===== config.mk =====
export PLATFORM = sky130hd
export DESIGN_NAME = rgb_mode_ctrl
export DESIGN_NICKNAME = d
export VERILOG_FILES = /design/src/rtl/rgb_mode_ctrl.sv
export SDC_FILE = /design/constraint.sdc
export NUM_CORES = 1
export LEC_CHECK = 0
export CAP_MARGIN = 20
export CORE_MARGIN = 1.5
export CORE_UTILIZATION = 58
export DETAILED_ROUTE_END_ITERATION = 8
export PLACE_DENSITY = 0.92
export SLEW_MARGIN = 20
export SYNTH_ARGS = -nofsm -noshare
export SYNTH_HDL_FRONTEND = slang
export SYNTH_SLANG_ARGS = --single-unit

===== constraint.sdc =====
create_clock -name i_clk -period 3 [get_ports i_clk]
set_input_delay 0.6 -clock i_clk [delete_from_list [all_inputs] [get_ports i_clk]]
set_output_delay 0.6 -clock i_clk [all_outputs]
set_load 0.005 [all_outputs]

===== src/rtl/rgb_mode_ctrl.sv =====
// -----------------------------------------------------------------------------
// rgb_mode_ctrl
//
// Mode controller for the SPI-to-RGB LED path. Byte writes from the SPI
// command decoder land in shadow registers. A CTRL write with bit 7 set
// commits the shadow speed, colour, blink period and the written mode into
// the active registers in one step, then a phase-resync FSM holds the colour
// cycle generators at their start phase for SYNC_CYCLES clocks before
// enabling the selected mode.
//
// Ports:
//   i_clk         system clock
//   i_rst_n       asynchronous active-low reset
//   i_wr_stb      one-cycle register write strobe
//   i_wr_addr     write register address (0 CTRL, 1-3 speed, 4-6 RGB, 7 blink)
//   i_wr_data     write data byte
//   i_rd_addr     read register address
//   o_rd_data     registered read data (1-cycle latency)
//   o_speed       active speed divider value for the cycle generators
//   o_cycle_rst   holds the cycle generators at their start phase
//   o_rgb_sel     0 = cycle generators drive LEDs, 1 = static colour
//   o_static_rgb  active static colour {R,G,B}
//   o_led_en      LED output enable (0 forces all LEDs dark)
//   o_busy        high while the phase resync is in progress
// -----------------------------------------------------------------------------
module rgb_mode_ctrl #(
    parameter int          SYNC_CYCLES   = 4,
    parameter int          PRESCALE      = 65536,
    parameter logic [19:0] DEFAULT_SPEED = 20'h0FFFF
) (
    input  logic        i_clk,
    input  logic        i_rst_n,
    input  logic        i_wr_stb,
    input  logic [2:0]  i_wr_addr,
    input  logic [7:0]  i_wr_data,
    input  logic [2:0]  i_rd_addr,
    output logic [7:0]  o_rd_data,
    output logic [19:0] o_speed,
    output logic        o_cycle_rst,
    output logic        o_rgb_sel,
    output logic [23:0] o_static_rgb,
    output logic        o_led_en,
    output logic        o_busy
);

    typedef enum logic [2:0] {
        S_OFF    = 3'd0,
        S_SYNC   = 3'd1,
        S_CYCLE  = 3'd2,
        S_STATIC = 3'd3,
        S_BLINK  = 3'd4
    } state_t;

    localparam int                SYNC_W     = (SYNC_CYCLES > 1) ? $clog2(SYNC_CYCLES) : 1;
    localparam logic [SYNC_W-1:0] SYNC_LAST  = SYNC_W'(SYNC_CYCLES - 1);
    localparam logic [31:0]       PRESC_LAST = 32'(PRESCALE - 1);

    // Maps a CTRL mode field to the FSM state that serves it.
    function automatic state_t mode_to_state(input logic [1:0] mode);
        state_t st;
        case (mode)
            2'd0:    st = S_OFF;
            2'd1:    st = S_CYCLE;
            2'd2:    st = S_STATIC;
            2'd3:    st = S_BLINK;
            default: st = S_OFF;
        endcase
        return st;
    endfunction

    // Shadow registers (software view)
    logic [1:0]  sh_mode_r;
    logic [19:0] sh_speed_r;
    logic [7:0]  sh_red_r;
    logic [7:0]  sh_green_r;
    logic [7:0]  sh_blue_r;
    logic [7:0]  sh_half_r;

    // Active registers (hardware view, loaded only on commit)
    logic [1:0]  act_mode_r;
    logic [19:0] act_speed_r;
    logic [23:0] act_rgb_r;
    logic [7:0]  act_half_r;

    // FSM and counters
    state_t            state_r;
    state_t            state_nxt_s;
    logic [SYNC_W-1:0] sync_cnt_r;
    logic [SYNC_W-1:0] sync_cnt_nxt_s;
    logic [31:0]       presc_cnt_r;
    logic [7:0]        half_cnt_r;
    logic [7:0]        half_last_s;
    logic              blink_led_r;

    // Next values of the registered outputs
    logic              cycle_rst_nxt_s;
    logic              rgb_sel_nxt_s;
    logic              led_en_nxt_s;
    logic              busy_nxt_s;
    logic [7:0]        rd_nxt_s;

    logic              commit_s;

    assign commit_s = i_wr_stb && (i_wr_addr == 3'd0) && i_wr_data[7];

    // Shadow register file: every byte write lands here, including CTRL.
    always_ff @(posedge i_clk or negedge i_rst_n) begin
        if (!i_rst_n) begin
            sh_mode_r  <= 2'd0;
            sh_speed_r <= DEFAULT_SPEED;
            sh_red_r   <= 8'd0;
            sh_green_r <= 8'd0;
            sh_blue_r  <= 8'd0;
            sh_half_r  <= 8'd1;
        end else if (i_wr_stb) begin
            case (i_wr_addr)
                3'd0:    sh_mode_r          <= i_wr_data[1:0];
                3'd1:    sh_speed_r[7:0]    <= i_wr_data;
                3'd2:    sh_speed_r[15:8]   <= i_wr_data;
                3'd3:    sh_speed_r[19:16]  <= i_wr_data[3:0];
                3'd4:    sh_red_r           <= i_wr_data;
                3'd5:    sh_green_r         <= i_wr_data;
                3'd6:    sh_blue_r          <= i_wr_data;
                3'd7:    sh_half_r          <= i_wr_data;
                default: sh_mode_r          <= sh_mode_r;
            endcase
        end
    end

    // Active register set: loaded atomically on commit. The mode comes from
    // the commit byte itself, not from the shadow mode.
    always_ff @(posedge i_clk or negedge i_rst_n) begin
        if (!i_rst_n) begin
            act_mode_r  <= 2'd0;
            act_speed_r <= DEFAULT_SPEED;
            act_rgb_r   <= 24'd0;
            act_half_r  <= 8'd1;
        end else if (commit_s) begin
            act_mode_r  <= i_wr_data[1:0];
            act_speed_r <= sh_speed_r;
            act_rgb_r   <= {sh_red_r, sh_green_r, sh_blue_r};
            act_half_r  <= sh_half_r;
        end
    end

    // FSM state and sync counter register.
    always_ff @(posedge i_clk or negedge i_rst_n) begin
        if (!i_rst_n) begin
            state_r    <= S_OFF;
            sync_cnt_r <= '0;
        end else begin
            state_r    <= state_nxt_s;
            sync_cnt_r <= sync_cnt_nxt_s;
        end
    end

    // Next-state logic and next values of the state-derived outputs.
    // Outputs follow state_r one clock later, so a commit at edge k shows
    // its resync outputs after k+1 and its target-mode outputs after
    // k+1+SYNC_CYCLES.
    always_comb begin
        state_nxt_s     = state_r;
        sync_cnt_nxt_s  = '0;
        cycle_rst_nxt_s = 1'b1;
        rgb_sel_nxt_s   = 1'b0;
        led_en_nxt_s    = 1'b0;
        busy_nxt_s      = 1'b0;

        if (commit_s) begin
            state_nxt_s    = S_SYNC;
            sync_cnt_nxt_s = '0;
        end else if (state_r == S_SYNC) begin
            if (sync_cnt_r == SYNC_LAST) begin
                state_nxt_s    = mode_to_state(act_mode_r);
                sync_cnt_nxt_s = '0;
            end else begin
                state_nxt_s    = S_SYNC;
                sync_cnt_nxt_s = sync_cnt_r + {{(SYNC_W-1){1'b0}}, 1'b1};
            end
        end else begin
            state_nxt_s    = state_r;
            sync_cnt_nxt_s = '0;
        end

        case (state_r)
            S_OFF: begin
                cycle_rst_nxt_s = 1'b1;
                rgb_sel_nxt_s   = 1'b0;
                led_en_nxt_s    = 1'b0;
            end
            S_SYNC: begin
                cycle_rst_nxt_s = 1'b1;
                led_en_nxt_s    = 1'b0;
                busy_nxt_s      = 1'b1;
            end
            S_CYCLE: begin
                cycle_rst_nxt_s = 1'b0;
                rgb_sel_nxt_s   = 1'b0;
                led_en_nxt_s    = 1'b1;
            end
            S_STATIC: begin
                cycle_rst_nxt_s = 1'b1;
                rgb_sel_nxt_s   = 1'b1;
                led_en_nxt_s    = 1'b1;
            end
            S_BLINK: begin
                cycle_rst_nxt_s = 1'b1;
                rgb_sel_nxt_s   = 1'b1;
                led_en_nxt_s    = blink_led_r;
            end
            default: begin
                cycle_rst_nxt_s = 1'b1;
                rgb_sel_nxt_s   = 1'b0;
                led_en_nxt_s    = 1'b0;
            end
        endcase
    end

    // A half-period of 0 behaves like 1; the toggle fires on the last unit.
    assign half_last_s = (act_half_r == 8'd0) ? 8'd0 : (act_half_r - 8'd1);

    // Blink timebase: idles cleared (LED phase on) outside S_BLINK so every
    // entry, and every commit, restarts a full on-phase.
    always_ff @(posedge i_clk or negedge i_rst_n) begin
        if (!i_rst_n) begin
            presc_cnt_r <= 32'd0;
            half_cnt_r  <= 8'd0;
            blink_led_r <= 1'b1;
        end else if (commit_s || (state_r != S_BLINK)) begin
            presc_cnt_r <= 32'd0;
            half_cnt_r  <= 8'd0;
            blink_led_r <= 1'b1;
        end else if (presc_cnt_r == PRESC_LAST) begin
            presc_cnt_r <= 32'd0;
            if (half_cnt_r == half_last_s) begin
                half_cnt_r  <= 8'd0;
                blink_led_r <= ~blink_led_r;
            end else begin
                half_cnt_r  <= half_cnt_r + 8'd1;
            end
        end else begin
            presc_cnt_r <= presc_cnt_r + 32'd1;
        end
    end

    // Read mux: address 0 is live status, the rest are shadow values.
    always_comb begin
        rd_nxt_s = 8'd0;
        case (i_rd_addr)
            3'd0:    rd_nxt_s = {o_busy, 5'd0, act_mode_r};
            3'd1:    rd_nxt_s = sh_speed_r[7:0];
            3'd2:    rd_nxt_s = sh_speed_r[15:8];
            3'd3:    rd_nxt_s = {4'd0, sh_speed_r[19:16]};
            3'd4:    rd_nxt_s = sh_red_r;
            3'd5:    rd_nxt_s = sh_green_r;
            3'd6:    rd_nxt_s = sh_blue_r;
            3'd7:    rd_nxt_s = sh_half_r;
            default: rd_nxt_s = 8'd0;
        endcase
    end

    // Output register stage.
    always_ff @(posedge i_clk or negedge i_rst_n) begin
        if (!i_rst_n) begin
            o_rd_data    <= 8'd0;
            o_speed      <= DEFAULT_SPEED;
            o_static_rgb <= 24'd0;
            o_cycle_rst  <= 1'b1;
            o_rgb_sel    <= 1'b0;
            o_led_en     <= 1'b0;
            o_busy       <= 1'b0;
        end else begin
            o_rd_data    <= rd_nxt_s;
            o_speed      <= act_speed_r;
            o_static_rgb <= act_rgb_r;
            o_cycle_rst  <= cycle_rst_nxt_s;
            o_rgb_sel    <= rgb_sel_nxt_s;
            o_led_en     <= led_en_nxt_s;
            o_busy       <= busy_nxt_s;
        end
    end

endmodule

==> results.py <==
metrics = {
    "outcome": {
        "outcome": "complete, no violations",
    },
    "placement": {
        "place_ws_ns": 0.313,
        "place.port_buffers": 72,
        "placed_cells": 879,
        "routabilityCongestion": 0.829,
        "dp_hpwl_microns": 12700,
    },
    "power": {
        "leakagePower_nw": 4.33,
        "total_power_mw": 8.44,
        "peakVddDrop_mv": 0.586,
        "powerDensity_nw_per_um2": 824,
    },
    "finish": {
        "syn_to_final_growth_pct": 20.0,
        "fin_util": 0.708,
        "nets": 741,
        "fin_cells": 916,
        "fill_cells": 824,
        "antennaDiodeCount": 0,
        "drive_gt1_frac": 0.311,
    },
    "yosys": {
        "synth_top_area_share": 0.457,
        "yosys_register_bits": 208,
        "synth_nets": 656,
        "ys_top_cells_by_area": "dfrtp_1, dfstp_2, mux2_2, nor2_1, xor2_1",
        "synth_area_per_cell_sq_um": 13.5,
        "synth_top_flop_cell": "dfrtp_1",
        "postSynthCellCount": 633,
        "yosysUniqueCellTypes": 54,
        "ys_top_cells_by_count": "dfrtp_1, mux2_2, dfstp_2",
        "ys_seq_area_frac": 0.617,
        "synth_warnings": 0,
        "yosysMostFrequentCell": "dfrtp_1",
        "synth_edf_count": 0,
        "netlist_area_sq_um": 8540,
        "synth-async-reset-ratio": 1.00,
        "yosysTopAreaCell": "dfrtp_1",
    },
    "grt": {
        "grt_pass1_wl_microns": 32500,
        "grt_usage": 0.264,
        "grt_pass1_vias": 5870,
        "grt_max_degree": 90,
        "antenna_found_initial": 0,
        "grt_overflow": 0,
    },
    "clocking": {
        "ctsHoldBuffers": 0,
        "htreeDepth": 1,
        "cts_buffers": 21,
        "root_buffer": "clkbuf_16",
        "cts_max_path_buffers": 3,
        "cts.sinks": 208,
        "clkLatencyLatePin_ns": 0.49,
        "post-cts-setup-buffers": 0,
        "cts_tree": "built",
        "cts_resized": 0,
        "clkSlewWorstSetupHoldPaths_ns": 0.06,
    },
    "flow_run": {
        "maxCapViolCount": 0,
    },
    "critical_path": {
        "cp.required_ns": 3.41,
        "arrival_ns": 3.09,
        "cp_top_family": "simple AND/OR/NAND/NOR gates",
        "cp_slowest_cell": "or4b_1",
        "crit_fanout": 7,
        "worst-path-buf-inv": 0,
        "endpoint_kind": "flop",
        "path_cells": "or3_1 > or4b_1 > a21boi_0 > o22ai_2 > nor4b_4 > mux2i_1",
        "cp-start-kind": "flop",
        "crit_path_max_incr_delay_ns": 0.55,
        "critPathKind": "reg -> reg",
    },
    "timing": {
        "setup_viol": 0,
        "setup_ws_ns": 0.323,
        "fin_crit_ns": 2.68,
        "fin_worst_skew_ns": 0.0108,
        "max_slew_margin": 0.522,
        "finalHoldViolCount": 0,
        "maxSlewViolCount": 0,
        "post-route-period-util": 0.892,
        "max_freq_mhz": 374,
        "fin_setup_tns_ns": 0,
        "worst_pin_slew_ns": 0.718,
        "rsz0062_at_grt": "false",
    },
    "worst_hold_path": {
        "hp-class": "in -> async",
    },
    "routing": {
        "drt_first_pass_iters": 4,
        "antenna_left": 0,
        "drc": 0,
        "vias": 5636,
        "viasPerCell": 6.15,
        "routed_wl_microns": 19900,
        "drt-initial-drc-count": 429,
        "wl_per_cell_microns": 21.8,
    },
    "floorplanning": {
        "die_y_microns": 124,
        "die_w_microns": 124,
        "die_area_sq_um": 15500,
        "rows": 44,
        "initial_core_util": 0.590,
        "core_sq_um": 14500,
        "io_pins": 73,
    },
}
-- through the flow --
stage / instance area (sq um) / hold WS (ns)
floorplan: 8540 / 0.304
global placement: 9530 / 0.356
detailed placement: 9530 / 0.355
CTS: 10200 / 0.181
global route: 10200 / 0.197
finish: 10200 / 0.137
-- sequential cells by signal, summed over array words and instances (netlist names), 20 cells and up --
signal,count
presc_cnt_r,32
act_rgb_r,24
o_static_rgb,24
act_speed_r,20
o_speed,20
sh_speed_r,20
-- kinds of logic (layout without fill, tap and decap cells) --
group,Yosys count,after routing,share of synthesized area
AOI/OAI and AO/OA,61,61,0.0517
xor gates and xnor gates,33,33,0.0338
adders and majority gates,6,6,0.00879
buffers and inverters,32,131,0.0149
DFF,208,208,0.617
muxes,116,116,0.160
and+or+nand+nor,177,177,0.113
-- cell usage in the layout (no fill, tap or decap), types with 9 or more instances in the layout --
| cell type | n |
|---|---|
| nor2_1 | 47 |
| clkdlybuf4s50_1 | 71 |
| xor2_1 | 18 |
| buf_4 | 14 |
| mux2_2 | 107 |
| nand3_1 | 26 |
| xnor2_1 | 15 |
| clkbuf_16 | 21 |
| dfstp_2 | 52 |
| o21ai_0 | 20 |
| dfrtp_1 | 156 |
| nor4_1 | 13 |
| nand2_1 | 20 |
| and3_1 | 14 |
| nand4_1 | 9 |
-- worst paths after layout --
path                       slack (ns)                        from                          to  cells after the start
min reg2reg                      0.36  act_speed_r[5]$_DFFE_PN1P_        o_speed[5]$_DFF_PN1_                      0
min in group i_clk               0.36  act_speed_r[5]$_DFFE_PN1P_        o_speed[5]$_DFF_PN1_                      0
max reg2reg                      0.32   act_half_r[3]$_DFFE_PN0P_     blink_led_r$_DFFE_PN1P_                      6
max in group asynchronous        1.90                     i_rst_n  act_speed_r[5]$_DFFE_PN1P_                      2
max                              0.32   act_half_r[3]$_DFFE_PN0P_     blink_led_r$_DFFE_PN1P_                      6
min                              0.14                     i_rst_n   presc_cnt_r[28]$_DFF_PN0_                      1
-- final cells by class --
class                   count  area, sq um  share of cell area
flip-flops and latches    208         5270               0.514
multi-input cells         393         3150               0.307
repair buffers             87          850              0.0829
clock buffers              28          592              0.0577
well taps                 184          230              0.0225
clock inverters             9          131              0.0128
inverters                   7         26.3             0.00256
-- metal layers --
layer | share of wire | up-vias | routed length, microns | track usage
li1 | - | 2432 | - | -
met1 | 0.40 | 2887 | 7880 | 0.341
met2 | 0.49 | 246 | 9820 | 0.430
met3 | 0.069 | 71 | 1370 | 0.0610
met4 | 0.043 | 0 | 865 | 0.114
met5 | 0 | - | 0 | 0
-- power breakdown --
group / internal (mW) / leakage, nW / switching, mW / total [mW]
Combinational: 0.971 / 1.43 / 0.684 / 1.66
Sequential: 3.59 / 2.55 / 0.456 / 4.04
Clock: 1.65 / 0.358 / 1.09 / 2.75
No activity file was read; power rests on OpenSTA's default activity.
